File: src/rtl/controle_saida_pkg.sv
// controle_saida_pkg: shared state enums and seven-segment constants for the Pratica03 controllers
package controle_saida_pkg;
  typedef enum logic [2:0] {
    OUT_IDLE    = 3'd0,
    OUT_SHOW_HI = 3'd1,
    OUT_HOLD_HI = 3'd2,
    OUT_SHOW_LO = 3'd3,
    OUT_HOLD_LO = 3'd4,
    OUT_DONE    = 3'd5
  } controle_saida_t;
  typedef enum logic [1:0] {
    IN_IDLE    = 2'd0,
    IN_LOAD_A  = 2'd1,
    IN_LOAD_B  = 2'd2,
    IN_COMPUTE = 2'd3
  } controle_entrada_t;
  localparam logic [6:0] SEG_BLANK = 7'h7F;
endpackage

File: src/rtl/controle_saida_hex7seg.sv
// hex7seg: combinational hex digit to active-low seven-segment decoder, order {g,f,e,d,c,b,a}
module hex7seg (
  input  logic [3:0] nibble_i,
  output logic [6:0] seg_o
);
  always_comb begin
    case (nibble_i)
      4'h0: seg_o = 7'h40;
      4'h1: seg_o = 7'h79;
      4'h2: seg_o = 7'h24;
      4'h3: seg_o = 7'h30;
      4'h4: seg_o = 7'h19;
      4'h5: seg_o = 7'h12;
      4'h6: seg_o = 7'h02;
      4'h7: seg_o = 7'h78;
      4'h8: seg_o = 7'h00;
      4'h9: seg_o = 7'h10;
      4'hA: seg_o = 7'h08;
      4'hB: seg_o = 7'h03;
      4'hC: seg_o = 7'h46;
      4'hD: seg_o = 7'h21;
      4'hE: seg_o = 7'h06;
      default: seg_o = 7'h0E;
    endcase
  end
endmodule

File: src/rtl/controle_saida.sv
// controle_saida: latches an 8-bit result and steps it out high/low nibble on a 7-seg digit per button press
module controle_saida
  import controle_saida_pkg::*;
#(
  parameter int SYNC_STAGES = 2
) (
  input  logic       clk_i,
  input  logic       rst_i,
  input  logic       valid_i,
  input  logic [7:0] result_i,
  input  logic       next_i,
  output logic [3:0] nibble_o,
  output logic [6:0] seg_o,
  output logic       sel_o,
  output logic       busy_o,
  output logic       done_o,
  output logic [2:0] fsm_state_o
);
  controle_saida_t        state_q, state_d;
  logic [7:0]             res_q, res_d;
  logic                   valid_q, valid_d;
  logic [SYNC_STAGES-1:0] sync_q, sync_d;
  logic                   next_s, accept, hi;
  logic [6:0]             seg_dec;

  assign next_s = sync_q[SYNC_STAGES-1];
  always_comb begin
    sync_d  = {sync_q[SYNC_STAGES-2:0], next_i};
    valid_d = valid_i;
    accept  = valid_i & ~valid_q & (state_q == OUT_IDLE);
    res_d   = accept ? result_i : res_q;
    case (state_q)
      OUT_IDLE:    state_d = accept ? OUT_SHOW_HI : OUT_IDLE;
      OUT_SHOW_HI: state_d = next_s ? OUT_SHOW_HI : OUT_HOLD_HI;
      OUT_HOLD_HI: state_d = next_s ? OUT_SHOW_LO : OUT_HOLD_HI;
      OUT_SHOW_LO: state_d = next_s ? OUT_SHOW_LO : OUT_HOLD_LO;
      OUT_HOLD_LO: state_d = next_s ? OUT_DONE : OUT_HOLD_LO;
      default:     state_d = OUT_IDLE;
    endcase
  end

  always_ff @(posedge clk_i or negedge rst_i) begin
    if (!rst_i) begin
      state_q <= OUT_IDLE;
      res_q   <= '0;
      valid_q <= 1'b0;
      sync_q  <= '1;
    end else begin
      state_q <= state_d;
      res_q   <= res_d;
      valid_q <= valid_d;
      sync_q  <= sync_d;
    end
  end

  hex7seg u_hex (
    .nibble_i(nibble_o),
    .seg_o   (seg_dec)
  );

  assign hi          = (state_q == OUT_SHOW_HI) || (state_q == OUT_HOLD_HI);
  assign nibble_o    = (state_q == OUT_IDLE) ? 4'h0 : hi ? res_q[7:4] : res_q[3:0];
  assign seg_o       = (state_q == OUT_IDLE) ? SEG_BLANK : seg_dec;
  assign sel_o       = hi;
  assign busy_o      = state_q != OUT_IDLE;
  assign done_o      = state_q == OUT_DONE;
  assign fsm_state_o = state_q;
endmodule

File: config.mk
export PLATFORM = sky130hd
export DESIGN_NAME = controle_saida
export DESIGN_NICKNAME = d
export VERILOG_FILES = /design/src/rtl/controle_saida_pkg.sv /design/src/rtl/controle_saida_hex7seg.sv /design/src/rtl/controle_saida.sv
export SDC_FILE = /design/constraint.sdc
export NUM_CORES = 1
export LEC_CHECK = 0
export BUFFER_PORTS_ARGS = -buffer_cell sky130_fd_sc_hd__buf_2
export CORE_AREA = 4 4 44 84
export CTS_CLUSTER_DIAMETER = 150
export DETAILED_ROUTE_END_ITERATION = 7
export DIE_AREA = 0 0 48 88
export SLEW_MARGIN = 20
export SYNTH_ARGS = -nofsm -noshare
export SYNTH_HDL_FRONTEND = slang
export SYNTH_SLANG_ARGS = --single-unit
File: constraint.sdc
create_clock -name clk_i -period 1.9 [get_ports clk_i]
set_input_delay 0.38 -clock clk_i [delete_from_list [all_inputs] [get_ports clk_i]]
set_output_delay 0.38 -clock clk_i [all_outputs]
set_load 0.01 [all_outputs]
==> flow_summary.toml <==
[sta]
slew_viol_final = 0
finalSetupTns_ns = -3.58
setup_slack_ns = -0.517
tightestPinTransition_ns = 0.310
slew_headroom_pct = 79.3
finalCritPeriodShare_pct = 127
clock_skew_ns = 0.00182
finalCriticalPeriod_ns = 2.42
rsz0062_at_grt = "yes"
hold_violations = 0
setup_viol = 11
max_freq_ghz = 0.414

[die]
start_util_pct = 34.0
die_h_um = 88
die_area_mm2 = 0.00422
boundaryPins = 29
fp-row-count = 28
chipWidth_um = 48
coreArea_mm2 = 0.00301

[drt]
postRouteAntennaNets = 0
drtIter0Drc = 15
first_pass_iters = 4
drc = 0
wl_per_cell_um = 14.5
viasPerCell = 5.07
dr_total_vias = 994
wl_um = 2850

[critical_path]
arrival_ns = 2.04
r2r_cells = 7
crit_fanout = 6
slowest_delay_ns = 0.45
r2r-end = "res_q[0]"
start_kind = "register"
critPathSlowestCell = "dfrtp_2"
worstSetupPathType = "reg2out"
cp.required_ns = 1.52
end_kind = "output port"
ff2ff_setup_slack_ns = 0.12
r2r_start = "fsm_state_o[2]"
crit_chain = "nand2b_4 -> a21oi_4 -> a211oi_4 -> buf_4 -> inv_4 -> ha_4 -> inv_2 -> a31o_1 -> a311oi_2 -> buf_2"

[global_route]
grt_first_pass_wirelength_um = 4430
antenna_found_initial = 0
grt_pass1_vias = 1008
track_usage_pct = 14.8
grt_overflow = 0
grt_start_max_net_pins = 15

[clock_network]
clockBufferDepth = 2
cts_made_buffers = 3
cts_tree = "built"
cts-htree-levels = 1
clock_sinks = 14
clk_pin_slew_worst_paths_ns = 0.05
cts_root_buffer = "clkbuf_8"
insertion_delay_ns = 0.24

[yosys]
syn_avg_cell_area_um2 = 10.0
ys_types = 38
netlist_area_mm2 = 0.00102
yosys.area.top_type = "dfrtp_1"
yosys_warnings = 0
synth_cells = 102
ys_seq_area_share_pct = 34.4
synth_seq_cells = 14
synth_area_leaders = "dfrtp_1 (29%), mux2_1 (8.8%), ha_1 (7.3%), dfstp_2 (5.1%), nand2_1 (4.4%)"
synth_top_area_share_pct = 29.3
synth_nets = 120

[min_path]
hp-class = "in2async"

[finish]
insertedDiodeCount = 0
drive_gt1_share_pct = 63.9
area_growth_pct = 65.8
layout.nets = 185

[placed_design]
pre_cts_slack_ns = -0.372
portBuffers = 28
dpl.hpwl_um = 2300
gp_congestion = 0.763

[status]
failed_checks = "negative setup slack"
status = "finished with violations"

[flow_run]
drv_cap = 0
-- critical path: cells and delay by family (launching register included) --
family / cells / cell delay, ns
buffers and inverters: 4 / 0.43
AND/OR/NAND/NOR: 1 / 0.18
adder cells (fa/ha/maj): 1 / 0.13
AO/OA/AOI/OAI: 4 / 0.60
flip-flops: 1 / 0.45
-- per-stage QoR --
| step | util, % | cells | hold slack, ns | cell area, um2 |
|---|---|---|---|---|
| finish | 56.4 | 196 | 0.0266 | 1700 |
| global route | 56.4 | 196 | 0.0390 | 1700 |
| CTS | 54.9 | 194 | 0.0284 | 1660 |
| detailed placement | 46.0 | 179 | 0.288 | 1390 |
| global placement | 46.0 | 179 | 0.287 | 1390 |
| floorplan | - | 102 | 0.0844 | 1080 |
-- final cells by class --
type | instances | area, um2
Fill cell | 264 | 1310
Multi-Input combinational cell | 76 | 741
Timing Repair Buffer | 65 | 473
Sequential cell | 14 | 357
Clock buffer | 4 | 55.1
Tap cell | 30 | 37.5
Inverter | 7 | 36.3
-- flip-flops by register name (all words and copies together), names as in the netlist --
register / count
res_q: 8
valid_q: 1
sync_q: 2
fsm_state_o: 3
-- cells by family after synthesis --
logic type,Yosys count,synth area share [%]
DFF,14,34.4
buffers and inverters,12,7.69
muxes,10,10.7
adders and majority gates,6,7.33
AOI/OAI and AO/OA,20,15.4
and+or+nand+nor,39,23.6
xor gates and xnor gates,1,0.855
-- how the worst max path moves through the flow --
stage,start,end,cells after the start
after floorplan,fsm_state_o[0],seg_o[0],8
after global placement,fsm_state_o[0],seg_o[4],9
after detailed placement,fsm_state_o[1],seg_o[0],10
after CTS,fsm_state_o[0],seg_o[4],8
after global routing,fsm_state_o[0],seg_o[0],10
final,fsm_state_o[0],seg_o[0],10
-- Yosys cell counts --
library cell,number
a211oi_4,1
a21oi_1,7
a21oi_2,1
a221o_1,1
a22o_1,1
a22oi_4,1
a311oi_1,1
a31o_1,1
a32oi_1,1
and3_2,1
and4_4,1
buf_2,1
buf_4,1
buf_6,2
buf_8,1
dfrtp_1,12
dfstp_2,2
ha_1,6
inv_1,6
inv_4,1
mux2_1,8
mux2i_1,2
nand2_1,12
nand2b_1,2
nand2b_4,1
nand3_1,2
nand3b_2,1
nand4_2,1
nand4bb_1,4
nor2_1,10
nor2b_1,1
nor3_1,1
nor3_4,1
nor3b_1,1
o21ai_0,2
o21ai_1,1
o22ai_1,2
xnor2_1,1
-- layer usage --
layer | global-route usage (%) | up-vias | share of wire [%]
met1 | 11.4 | 485 | 32
met2 | 31.5 | 23 | 65
li1 | - | 484 | -
met3 | 1.23 | 2 | 2.4
met4 | 5.88 | 0 | 0.84
met5 | 0 | - | 0
-- repair_timing --
action,CTS,global route
setup buffers,12,3
endpoints found under the setup margin,16,20
hold buffers,0,0
resized for setup,30,6
gates cloned,0,0
pin swaps,13,12
-- cell usage in the layout (no fill, tap or decap), types with 3 or more instances in the layout --
master,count
buf_4,29
buf_2,24
buf_6,12
nand2_1,10
dfrtp_1,9
nor2_1,8
mux2_1,8
a21oi_4,4
inv_4,4
nand4bb_1,4
ha_4,4
clkbuf_8,4
dfrtp_2,3
Power is left out: the tool's default activity adds up to more than one toggle a clock period on the data nets, which glitch-free logic cannot reach.
